[config.mk]
export PLATFORM = sky130hd
export DESIGN_NAME = dmem_arbiter_flat
export DESIGN_NICKNAME = d
export VERILOG_FILES = /design/src/rtl/dmem_arbiter_pkg.sv /design/src/rtl/dmem_arbiter_if.sv /design/src/rtl/dmem_arbiter_rr_arb2.sv /design/src/rtl/dmem_arbiter.sv /design/src/flat_wrapper.sv
export SDC_FILE = /design/constraint.sdc
export NUM_CORES = 1
export LEC_CHECK = 0
export ABC_AREA = 1
export CAP_MARGIN = 20
export CORE_AREA = 2 2 112 114
export CTS_CLUSTER_DIAMETER = 60
export DETAILED_ROUTE_END_ITERATION = 6
export DIE_AREA = 0 0 114 116
export PLACE_DENSITY = 0.72
export SLEW_MARGIN = 20
export SYNTH_ARGS = -nofsm -noshare
export SYNTH_HDL_FRONTEND = slang
export SYNTH_HIERARCHICAL = 1
export SYNTH_SLANG_ARGS = --single-unit
[constraint.sdc]
create_clock -name clk -period 5.2 [get_ports clk]
set_input_delay 1.04 -clock clk [delete_from_list [all_inputs] [get_ports clk]]
set_output_delay 1.04 -clock clk [all_outputs]
set_load 0.005 [all_outputs]
[src/rtl/dmem_arbiter_pkg.sv]
// Shared processor package: data-memory map constants, arbiter geometry
// defaults and the arbiter FSM state encoding.
// No ports; imported by the dmem_arbiter interface and modules.
package dmem_arbiter_pkg;

  // Processor memory map. Data memory is everything whose upper address
  // bits above DMEMADDRBITS are zero; the I/O page sits at the top.
  localparam logic [31:0] DMEM_BASE = 32'h0000_0000;
  localparam logic [31:0] IO_BASE   = 32'hFFFF_F000;

  localparam int DBITS_DEFAULT        = 32;
  localparam int DMEMADDRBITS_DEFAULT = 16;
  localparam int DMEMWORDBITS_DEFAULT = 2;

  typedef enum logic [1:0] {
    ARB_IDLE   = 2'd0,
    ARB_ACCESS = 2'd1,
    ARB_RESP   = 2'd2
  } arb_state_e;

  // Port id to one-hot per-port strobe vector.
  function automatic logic [1:0] port_onehot(input logic port);
    return port ? 2'b10 : 2'b01;
  endfunction

endpackage

[src/rtl/dmem_arbiter_if.sv]
// Two-requester data-memory bus plus the memory-side strobes.
// Per port N (0,1): reqN/weN/addrN/wdataN from the requester,
// gntN/doneN/errN/rdataN back to it.
// Memory side: mem_en/mem_we/mem_addr/mem_wdata to the RAM, mem_rdata back.
// master: requesters and RAM model; slave: the arbiter.
interface dmem_arbiter_if
  import dmem_arbiter_pkg::*;
#(
  parameter int DBITS        = DBITS_DEFAULT,
  parameter int DMEMADDRBITS = DMEMADDRBITS_DEFAULT,
  parameter int DMEMWORDBITS = DMEMWORDBITS_DEFAULT
);
  logic                                   req0, req1;
  logic                                   we0, we1;
  logic [DBITS-1:0]                       addr0, addr1;
  logic [DBITS-1:0]                       wdata0, wdata1;
  logic                                   gnt0, gnt1;
  logic                                   done0, done1;
  logic                                   err0, err1;
  logic [DBITS-1:0]                       rdata0, rdata1;
  logic                                   mem_en, mem_we;
  logic [DMEMADDRBITS-DMEMWORDBITS-1:0]   mem_addr;
  logic [DBITS-1:0]                       mem_wdata;
  logic [DBITS-1:0]                       mem_rdata;

  modport master (
    output req0, req1, we0, we1, addr0, addr1, wdata0, wdata1,
    input  gnt0, gnt1, done0, done1, err0, err1, rdata0, rdata1,
    input  mem_en, mem_we, mem_addr, mem_wdata,
    output mem_rdata
  );

  modport slave (
    input  req0, req1, we0, we1, addr0, addr1, wdata0, wdata1,
    output gnt0, gnt1, done0, done1, err0, err1, rdata0, rdata1,
    output mem_en, mem_we, mem_addr, mem_wdata,
    input  mem_rdata
  );
endinterface

[src/rtl/dmem_arbiter_rr_arb2.sv]
// rr_arb2: two-input round-robin picker.
// Ports: clk, reset (async, active-high), req[1:0] requests,
// take (winner accepted this cycle), win[1:0] one-hot winner (0 if no req).
// Holds the last-served flag; reset makes port 1 "last served" so port 0
// wins the first contention.
module rr_arb2 (
  input  logic       clk,
  input  logic       reset,
  input  logic [1:0] req,
  input  logic       take,
  output logic [1:0] win
);
  logic last1;

  always_comb begin
    win = 2'b00;
    case (req)
      2'b01:   win = 2'b01;
      2'b10:   win = 2'b10;
      2'b11:   win = last1 ? 2'b01 : 2'b10;
      default: win = 2'b00;
    endcase
  end

  always_ff @(posedge clk or posedge reset) begin
    if (reset)     last1 <= 1'b1;
    else if (take) last1 <= win[1];
  end
endmodule

[src/rtl/dmem_arbiter.sv]
// dmem_arbiter: shares one synchronous data memory between two requesters.
// Ports: clk, reset (async, active-high), bus (dmem_arbiter_if.slave):
// per-port req/we/addr/wdata in, gnt/done/err/rdata out; memory strobes out,
// mem_rdata in (valid the cycle after a read strobe).
//
// state      | meaning
// -----------+-------------------------------------------------------
// ARB_IDLE   | waiting; arbitrates and latches the winner's request
// ARB_ACCESS | gnt pulse; memory strobe if address is in data memory
// ARB_RESP   | done pulse; read data / err returned to the winner
module dmem_arbiter
  import dmem_arbiter_pkg::*;
#(
  parameter int DBITS        = DBITS_DEFAULT,
  parameter int DMEMADDRBITS = DMEMADDRBITS_DEFAULT,
  parameter int DMEMWORDBITS = DMEMWORDBITS_DEFAULT
) (
  input  logic          clk,
  input  logic          reset,
  dmem_arbiter_if.slave bus
);
  localparam int WABITS = DMEMADDRBITS - DMEMWORDBITS;

  arb_state_e        state, state_nxt;
  logic [1:0]        win;
  logic              take;
  logic              port_w, we_w, in_rng_w;
  logic [DBITS-1:0]  addr_w, wdata_w;
  logic              port_q, we_q, in_rng_q;
  logic [1:0]        gnt_q, done_q, err_q;
  logic [1:0]        gnt_nxt, done_nxt, err_nxt;
  logic              en_q, mwe_q, en_nxt, mwe_nxt;
  logic [WABITS-1:0] maddr_q;
  logic [DBITS-1:0]  mwdata_q;
  logic              unused_offset;

  rr_arb2 u_rr (
    .clk  (clk),
    .reset(reset),
    .req  ({bus.req1, bus.req0}),
    .take (take),
    .win  (win)
  );

  assign port_w   = win[1];
  assign we_w     = port_w ? bus.we1    : bus.we0;
  assign addr_w   = port_w ? bus.addr1  : bus.addr0;
  assign wdata_w  = port_w ? bus.wdata1 : bus.wdata0;
  assign in_rng_w = (addr_w[DBITS-1:DMEMADDRBITS] == '0);
  // Byte offset within the word is not used by a word-wide memory.
  assign unused_offset = ^addr_w[DMEMWORDBITS-1:0];

  // Outputs are computed one state ahead and registered, so the strobes
  // appear in the cycle of the state they belong to.
  always_comb begin
    state_nxt = state;
    take      = 1'b0;
    gnt_nxt   = 2'b00;
    done_nxt  = 2'b00;
    err_nxt   = 2'b00;
    en_nxt    = 1'b0;
    mwe_nxt   = 1'b0;
    case (state)
      ARB_IDLE: begin
        if (bus.req0 || bus.req1) begin
          take      = 1'b1;
          state_nxt = ARB_ACCESS;
          gnt_nxt   = win;
          en_nxt    = in_rng_w;
          mwe_nxt   = in_rng_w & we_w;
        end
      end
      ARB_ACCESS: begin
        state_nxt = ARB_RESP;
        done_nxt  = port_onehot(port_q);
        err_nxt   = port_onehot(port_q) & {2{~in_rng_q}};
      end
      ARB_RESP: state_nxt = ARB_IDLE;
      default:  state_nxt = ARB_IDLE;
    endcase
  end

  always_ff @(posedge clk or posedge reset) begin
    if (reset) state <= ARB_IDLE;
    else       state <= state_nxt;
  end

  always_ff @(posedge clk or posedge reset) begin
    if (reset) begin
      gnt_q    <= 2'b00;
      done_q   <= 2'b00;
      err_q    <= 2'b00;
      en_q     <= 1'b0;
      mwe_q    <= 1'b0;
      port_q   <= 1'b0;
      we_q     <= 1'b0;
      in_rng_q <= 1'b0;
      maddr_q  <= '0;
      mwdata_q <= '0;
    end else begin
      gnt_q  <= gnt_nxt;
      done_q <= done_nxt;
      err_q  <= err_nxt;
      en_q   <= en_nxt;
      mwe_q  <= mwe_nxt;
      if (take) begin
        port_q   <= port_w;
        we_q     <= we_w;
        in_rng_q <= in_rng_w;
        maddr_q  <= addr_w[DMEMADDRBITS-1:DMEMWORDBITS];
        mwdata_q <= wdata_w;
      end
    end
  end

  assign bus.gnt0      = gnt_q[0];
  assign bus.gnt1      = gnt_q[1];
  assign bus.done0     = done_q[0];
  assign bus.done1     = done_q[1];
  assign bus.err0      = err_q[0];
  assign bus.err1      = err_q[1];
  assign bus.mem_en    = en_q;
  assign bus.mem_we    = mwe_q;
  assign bus.mem_addr  = maddr_q;
  assign bus.mem_wdata = mwdata_q;

  // The RAM registers its read data, so it is only available during RESP;
  // pass it through gated by the done pulse rather than registering again.
  assign bus.rdata0 = (done_q[0] && !err_q[0] && !we_q) ? bus.mem_rdata : '0;
  assign bus.rdata1 = (done_q[1] && !err_q[1] && !we_q) ? bus.mem_rdata : '0;
endmodule

[src/flat_wrapper.sv]
// flat-port wrapper written by rule: the top's interface ports become plain ports
module dmem_arbiter_flat import dmem_arbiter_pkg::*;
#(
  parameter int DBITS        = DBITS_DEFAULT,
  parameter int DMEMADDRBITS = DMEMADDRBITS_DEFAULT,
  parameter int DMEMWORDBITS = DMEMWORDBITS_DEFAULT
)
  (clk, reset, bus_req0, bus_req1, bus_we0, bus_we1, bus_addr0, bus_addr1, bus_wdata0, bus_wdata1, bus_gnt0, bus_gnt1, bus_done0, bus_done1, bus_err0, bus_err1, bus_rdata0, bus_rdata1, bus_mem_en, bus_mem_we, bus_mem_addr, bus_mem_wdata, bus_mem_rdata);
  dmem_arbiter_if #(.DBITS(DBITS), .DMEMADDRBITS(DMEMADDRBITS), .DMEMWORDBITS(DMEMWORDBITS)) bus_i ();
  input  logic clk;
  input  logic reset;
  input wire logic [$bits(bus_i.req0)-1:0] bus_req0;
  input wire logic [$bits(bus_i.req1)-1:0] bus_req1;
  input wire logic [$bits(bus_i.we0)-1:0] bus_we0;
  input wire logic [$bits(bus_i.we1)-1:0] bus_we1;
  input wire logic [$bits(bus_i.addr0)-1:0] bus_addr0;
  input wire logic [$bits(bus_i.addr1)-1:0] bus_addr1;
  input wire logic [$bits(bus_i.wdata0)-1:0] bus_wdata0;
  input wire logic [$bits(bus_i.wdata1)-1:0] bus_wdata1;
  output wire logic [$bits(bus_i.gnt0)-1:0] bus_gnt0;
  output wire logic [$bits(bus_i.gnt1)-1:0] bus_gnt1;
  output wire logic [$bits(bus_i.done0)-1:0] bus_done0;
  output wire logic [$bits(bus_i.done1)-1:0] bus_done1;
  output wire logic [$bits(bus_i.err0)-1:0] bus_err0;
  output wire logic [$bits(bus_i.err1)-1:0] bus_err1;
  output wire logic [$bits(bus_i.rdata0)-1:0] bus_rdata0;
  output wire logic [$bits(bus_i.rdata1)-1:0] bus_rdata1;
  output wire logic [$bits(bus_i.mem_en)-1:0] bus_mem_en;
  output wire logic [$bits(bus_i.mem_we)-1:0] bus_mem_we;
  output wire logic [$bits(bus_i.mem_addr)-1:0] bus_mem_addr;
  output wire logic [$bits(bus_i.mem_wdata)-1:0] bus_mem_wdata;
  input wire logic [$bits(bus_i.mem_rdata)-1:0] bus_mem_rdata;
  assign bus_i.req0 = bus_req0;
  assign bus_i.req1 = bus_req1;
  assign bus_i.we0 = bus_we0;
  assign bus_i.we1 = bus_we1;
  assign bus_i.addr0 = bus_addr0;
  assign bus_i.addr1 = bus_addr1;
  assign bus_i.wdata0 = bus_wdata0;
  assign bus_i.wdata1 = bus_wdata1;
  assign bus_gnt0 = bus_i.gnt0;
  assign bus_gnt1 = bus_i.gnt1;
  assign bus_done0 = bus_i.done0;
  assign bus_done1 = bus_i.done1;
  assign bus_err0 = bus_i.err0;
  assign bus_err1 = bus_i.err1;
  assign bus_rdata0 = bus_i.rdata0;
  assign bus_rdata1 = bus_i.rdata1;
  assign bus_mem_en = bus_i.mem_en;
  assign bus_mem_we = bus_i.mem_we;
  assign bus_mem_addr = bus_i.mem_addr;
  assign bus_mem_wdata = bus_i.mem_wdata;
  assign bus_i.mem_rdata = bus_mem_rdata;
  dmem_arbiter #(.DBITS(DBITS), .DMEMADDRBITS(DMEMADDRBITS), .DMEMWORDBITS(DMEMWORDBITS)) u_core (.clk(clk), .reset(reset), .bus(bus_i));
endmodule
======== Word-level counts from Yosys, hierarchy flattened ========
Cells that the tools add are included.
storage, ports and cells
  ROM bits ................................ 0
  flip-flop bits (word level) ............. 60
  output and inout bits ................... 118
  latch bits .............................. 0
  memories ................................ 0
  bits of input ports ..................... 166
  RAM bits ................................ 0
cells by class
  bitwise logic cells ..................... 3
  multiplexer cells ....................... 20
  equal/unequal tests ..................... 5
  div/mod/pow operators ................... 0
  $mul .................................... 0
  magnitude comparators ................... 0
  shift-type cells ........................ 0
  $add $sub $neg .......................... 0
  reduce and logical (&&, ||, !) cells .... 10
operators by type and width
  operator                                               number
  2-to-1 mux 32 bit                                      4
  logical NOT 16 bit                                     1
  2-to-1 mux 2 bit                                       7
  2-to-1 mux 1 bit                                       7
  case mux 2 bit (3 select lines)                        1
  equality test 2 x 1 -> 1 bit, second input constant    2
  equality test 2 bit, second input constant             2
  logical AND 1 bit                                      4
  case mux 2 bit (2 select lines)                        1
  logical NOT 1 bit                                      3
  AND 2 bit                                              1
  logical NOT 2 bit                                      1
  inequality test 2 x 1 -> 1 bit, second input constant  1
  AND 1 bit                                              1
  logical OR 1 bit                                       1
  inverter 1 bit                                         1

======== Depth between registers and ports, before layout ========
  word-level depth ........................ 7
  mapped depth ............................ 8
  mapped depth without buffers ............ 8

======== By module ========
Netlist, hierarchy kept.
modules (own cells, without submodules)
  module        instances  cells an instance  area each (sq um)
  dmem_arbiter  1          432                3,076.7
  rr_arb2       1          10                 67.6

======== Least setup slack after synthesis ========
OpenSTA, ideal clock, no wires.
  kind .................................... input to output
  start ................................... in bus_mem_rdata[0]
  end ..................................... out bus_rdata0[0]
  data arrival time ....................... 1.181 ns
  stages on the path ...................... 2
  path buffers ............................ 0
  setup slack ............................. 2.979 ns
  cell sequence ........................... inv_1 > nor2_1
on the way
  longest elaborated chain between the ends .. 1
ends and longest elaborated chain
  element            line                 text
  from (decl)        flat_wrapper.sv:32   input wire logic [$bits(bus_i.mem_rdata)-1:0] bus_mem_rdata;
  2-to-1 mux 32 bit  dmem_arbiter.sv:129  assign bus.rdata0 = (done_q[0] && !err_q[0] && !we_q) ? bus.mem_rdata : '0;
  to (decl)          flat_wrapper.sv:26   output wire logic [$bits(bus_i.rdata0)-1:0] bus_rdata0;
No other way between the ends.

======== Final worst setup path ========
  start ................................... reg u_core.we_q
  end ..................................... out bus_rdata0[20]
on the way
  longest elaborated chain between the ends .. 3
ends and longest elaborated chain
  element                 line                 text
  from (decl)             dmem_arbiter.sv:29   logic port_q, we_q, in_rng_q;
  from (signal assigned)  dmem_arbiter.sv:108  we_q <= we_w;
  logical NOT 1 bit       dmem_arbiter.sv:129
  logical AND 1 bit       dmem_arbiter.sv:129
  2-to-1 mux 32 bit       dmem_arbiter.sv:129
No other way between the ends.

==> flow_summary.yaml <==
yosys:
  synth.distinct_cells: 22
  yosys.area.top_type_share_pct: 47.0
  synth-edff-count: 0
  synthTopCellsByCount: "nor2_1, nand2_1, dfrtp_1, inv_1, a31oi_1"
  synth_top_area_cell: "dfrtp_1"
  syn_nets: 608
  synthArstFlopShare_pct: 100
  synth_area_per_cell_um2: 7.11
  synth_area_um2: 3140
  synth_area_leaders: "dfrtp_1, nor2_1, nand2_1"
  synth_cells: 442
  synth_ff_type: "dfrtp_1"
  yosysSeqAreaShare_pct: 47.8
  ys_ff_latch: 60
  yosysWarnings: 6
  yosysMostFrequentCell: "nor2_1"
worst_setup_path:
  required_ns: 4.16
  r2r_cells: 7
  worst-setup-path-type: "flip-flop to output pin"
  crit_path_end_kind: "output pin"
  timing.rr.start: "u_core/u_rr/last1"
  rrSetupSlack_ns: 2.86
  crit_end: "bus_rdata0[20]"
  critPathArrivalTime_ns: 2.39
  path_max_fanout: 32
  reg2reg_to: "u_core/bus.mem_addr[6]"
  crit_start: "u_core/we_q"
  startpoint_type: "flip-flop"
job:
  drv_cap: 0
clock_tree:
  tritoncts: "done"
  cts_made_buffers: 9
  cts_resized: 0
  cts_max_path_buffers: 2
  clkSinkCount: 60
  cts_setup_buffers: 0
  postCtsHoldBufs: 0
  clk_pin_slew_ns: 0.05
  clk_latency_ns: 0.32
  htree_levels: 3
  root_buffer: "clkbuf_16"
drt:
  post_drt_wl_per_cell_um: 13.8
  routed_wl_um: 11900
  drt-initial-drc-count: 146
  num_vias: 3798
  drt.antenna.violating_nets: 0
  drc_errors: 0
  dr.pass1.iters: 4
  avgViaCountPerCell: 4.41
global_routing:
  antenna_found_initial: 0
  grt_overflow: 0
  grt_use_total_pct: 17.5
  grt_pass1_wl_um: 18500
  grt_max_degree: 68
  first_global_vias: 3833
cells_and_area:
  fin_util_pct: 53.0
  syn_to_final_growth_pct: 101
  final_cells: 861
  antenna_cells: 0
  nNetsFinal: 875
  layout-drive-gt1-share_pct: 3.78
sta:
  final.min_clock_period_ns: 3.43
  worst_slack_ns: 1.77
  whs_ns: 0.459
  hold_viol: 0
  clock.fmax_ghz: 0.291
  slew_headroom_pct: 30.3
  setup_viol: 0
  worst_pin_slew_ns: 1.04
  rsz0062_at_grt: "false"
  fin_setup_tns_ns: 0
  slew_viol_final: 0
  finalClockSkew_ns: 0.00924
  finalCritPeriodShare_pct: 66.0
placement:
  numPlacedInstances: 845
  place_hpwl_um: 9490
  port_buffers: 279
  place_congestion: 0.827
  pre_cts_slack_ns: 1.73
power_and_ir_drop:
  cellPowerDensity_nw_per_um2: 427
  vdd_drop_max_mv: 0.192
  p_leak_nw: 2.77
status:
  status: "completed"
die:
  rows: 40
  ios: 284
  start_util_pct: 26.4
  die_y_um: 116
  coreArea_um2: 11900
  die_w_um: 114
  die-area_um2: 13200
worst_hold_path:
  min_path_type: "flip-flop to flip-flop"
[layout by cell type, fill, tap and decap left out]
cell	Yosys	final
inv_2	1	1
bufinv_16	0	1
a31oi_1	46	46
nand3_1	3	3
nor2_2	1	1
clkinv_4	0	1
or3b_1	1	1
buf_4	0	4
nor2_1	135	135
clkdlybuf4s50_1	0	279
nand2_1	110	110
nor3_1	2	2
o21bai_1	1	1
clkinv_2	0	3
clkbuf_8	0	1
a21boi_1	1	1
a21oi_1	1	1
clkbuf_16	0	9
o21ai_0	1	1
mux2i_1	1	1
dfrtp_1	59	59
or2_2	1	1
inv_1	48	47
dfstp_2	1	1
o21ai_4	1	1
and2_2	0	1
clkinvlp_4	0	2
[worst max-delay path, stage by stage, from the launching register on]
cell,delay [ns]
dfrtp_1,0.40
or3b_1,0.77
nor2_1,0.34
clkdlybuf4s50_1,0.56
[per-stage QoR]
step	total power (W)	instance area [µm²]
floorplan	0.00136	3140
global placement	0.00209	6010
detailed placement	0.00213	6010
CTS	0.00274	6310
global route	0.00290	6310
finish	0.00269	6310
[worst min-delay path by stage]
stage                     slack (ns)          endpoint  cells after the start       startpoint
final                           0.46  u_core/done_q[0]                      1    u_core/port_q
after CTS                       0.45  u_core/done_q[0]                      1    u_core/port_q
after global routing            0.50   u_core/err_q[0]                      1  u_core/in_rng_q
after floorplan                 0.43  u_core/done_q[0]                      1    u_core/port_q
after global placement          0.44  u_core/done_q[0]                      1    u_core/port_q
after detailed placement        0.44  u_core/done_q[0]                      1    u_core/port_q
[registers in the layout, indices dropped and copies added, names as in the netlist]
name / cells
u_core/bus.mem_addr: 14
u_core/bus.mem_en: 1
u_core/bus.mem_wdata: 32
u_core/bus.mem_we: 1
u_core/done_q: 2
u_core/err_q: 2
u_core/gnt_q: 2
u_core/in_rng_q: 1
u_core/port_q: 1
u_core/state: 2
u_core/u_rr/last1: 1
u_core/we_q: 1
[metal layers]
metal  track usage, %  share of wire, %
met1             18.4                36
met3             4.29               9.1
met5                0                 0
met4             5.28               1.5
met2             34.4                53
[cells by family (layout without fill, tap and decap cells)]
group                  Yosys count  after routing  share of synthesized area (%)
AO/OA/AOI/OAI                   51             51                           10.5
flip-flops                      60             60                           47.8
AND/OR/NAND/NOR                254            254                           30.9
multiplexers                     1              1                          0.318
buffers and inverters           76            348                           10.5
[power by group]
part | switching, W | internal [W]
Combinational | 0.000564 | 0.000732
Clock | 0.000210 | 0.000383
Sequential | 0.000117 | 0.000690
Total | 0.000890 | 0.00180
[area by class of cell]
cell class / instances / area, µm²
clock buffer: 10 / 239
clock inverter: 6 / 63.8
fill: 1124 / 5600
inverter: 49 / 185
multi-input combinational: 306 / 1310
sequential: 60 / 1500
tap: 147 / 184
timing repair buffer: 283 / 2820
Note: power is estimated with default switching activity, not from simulation.
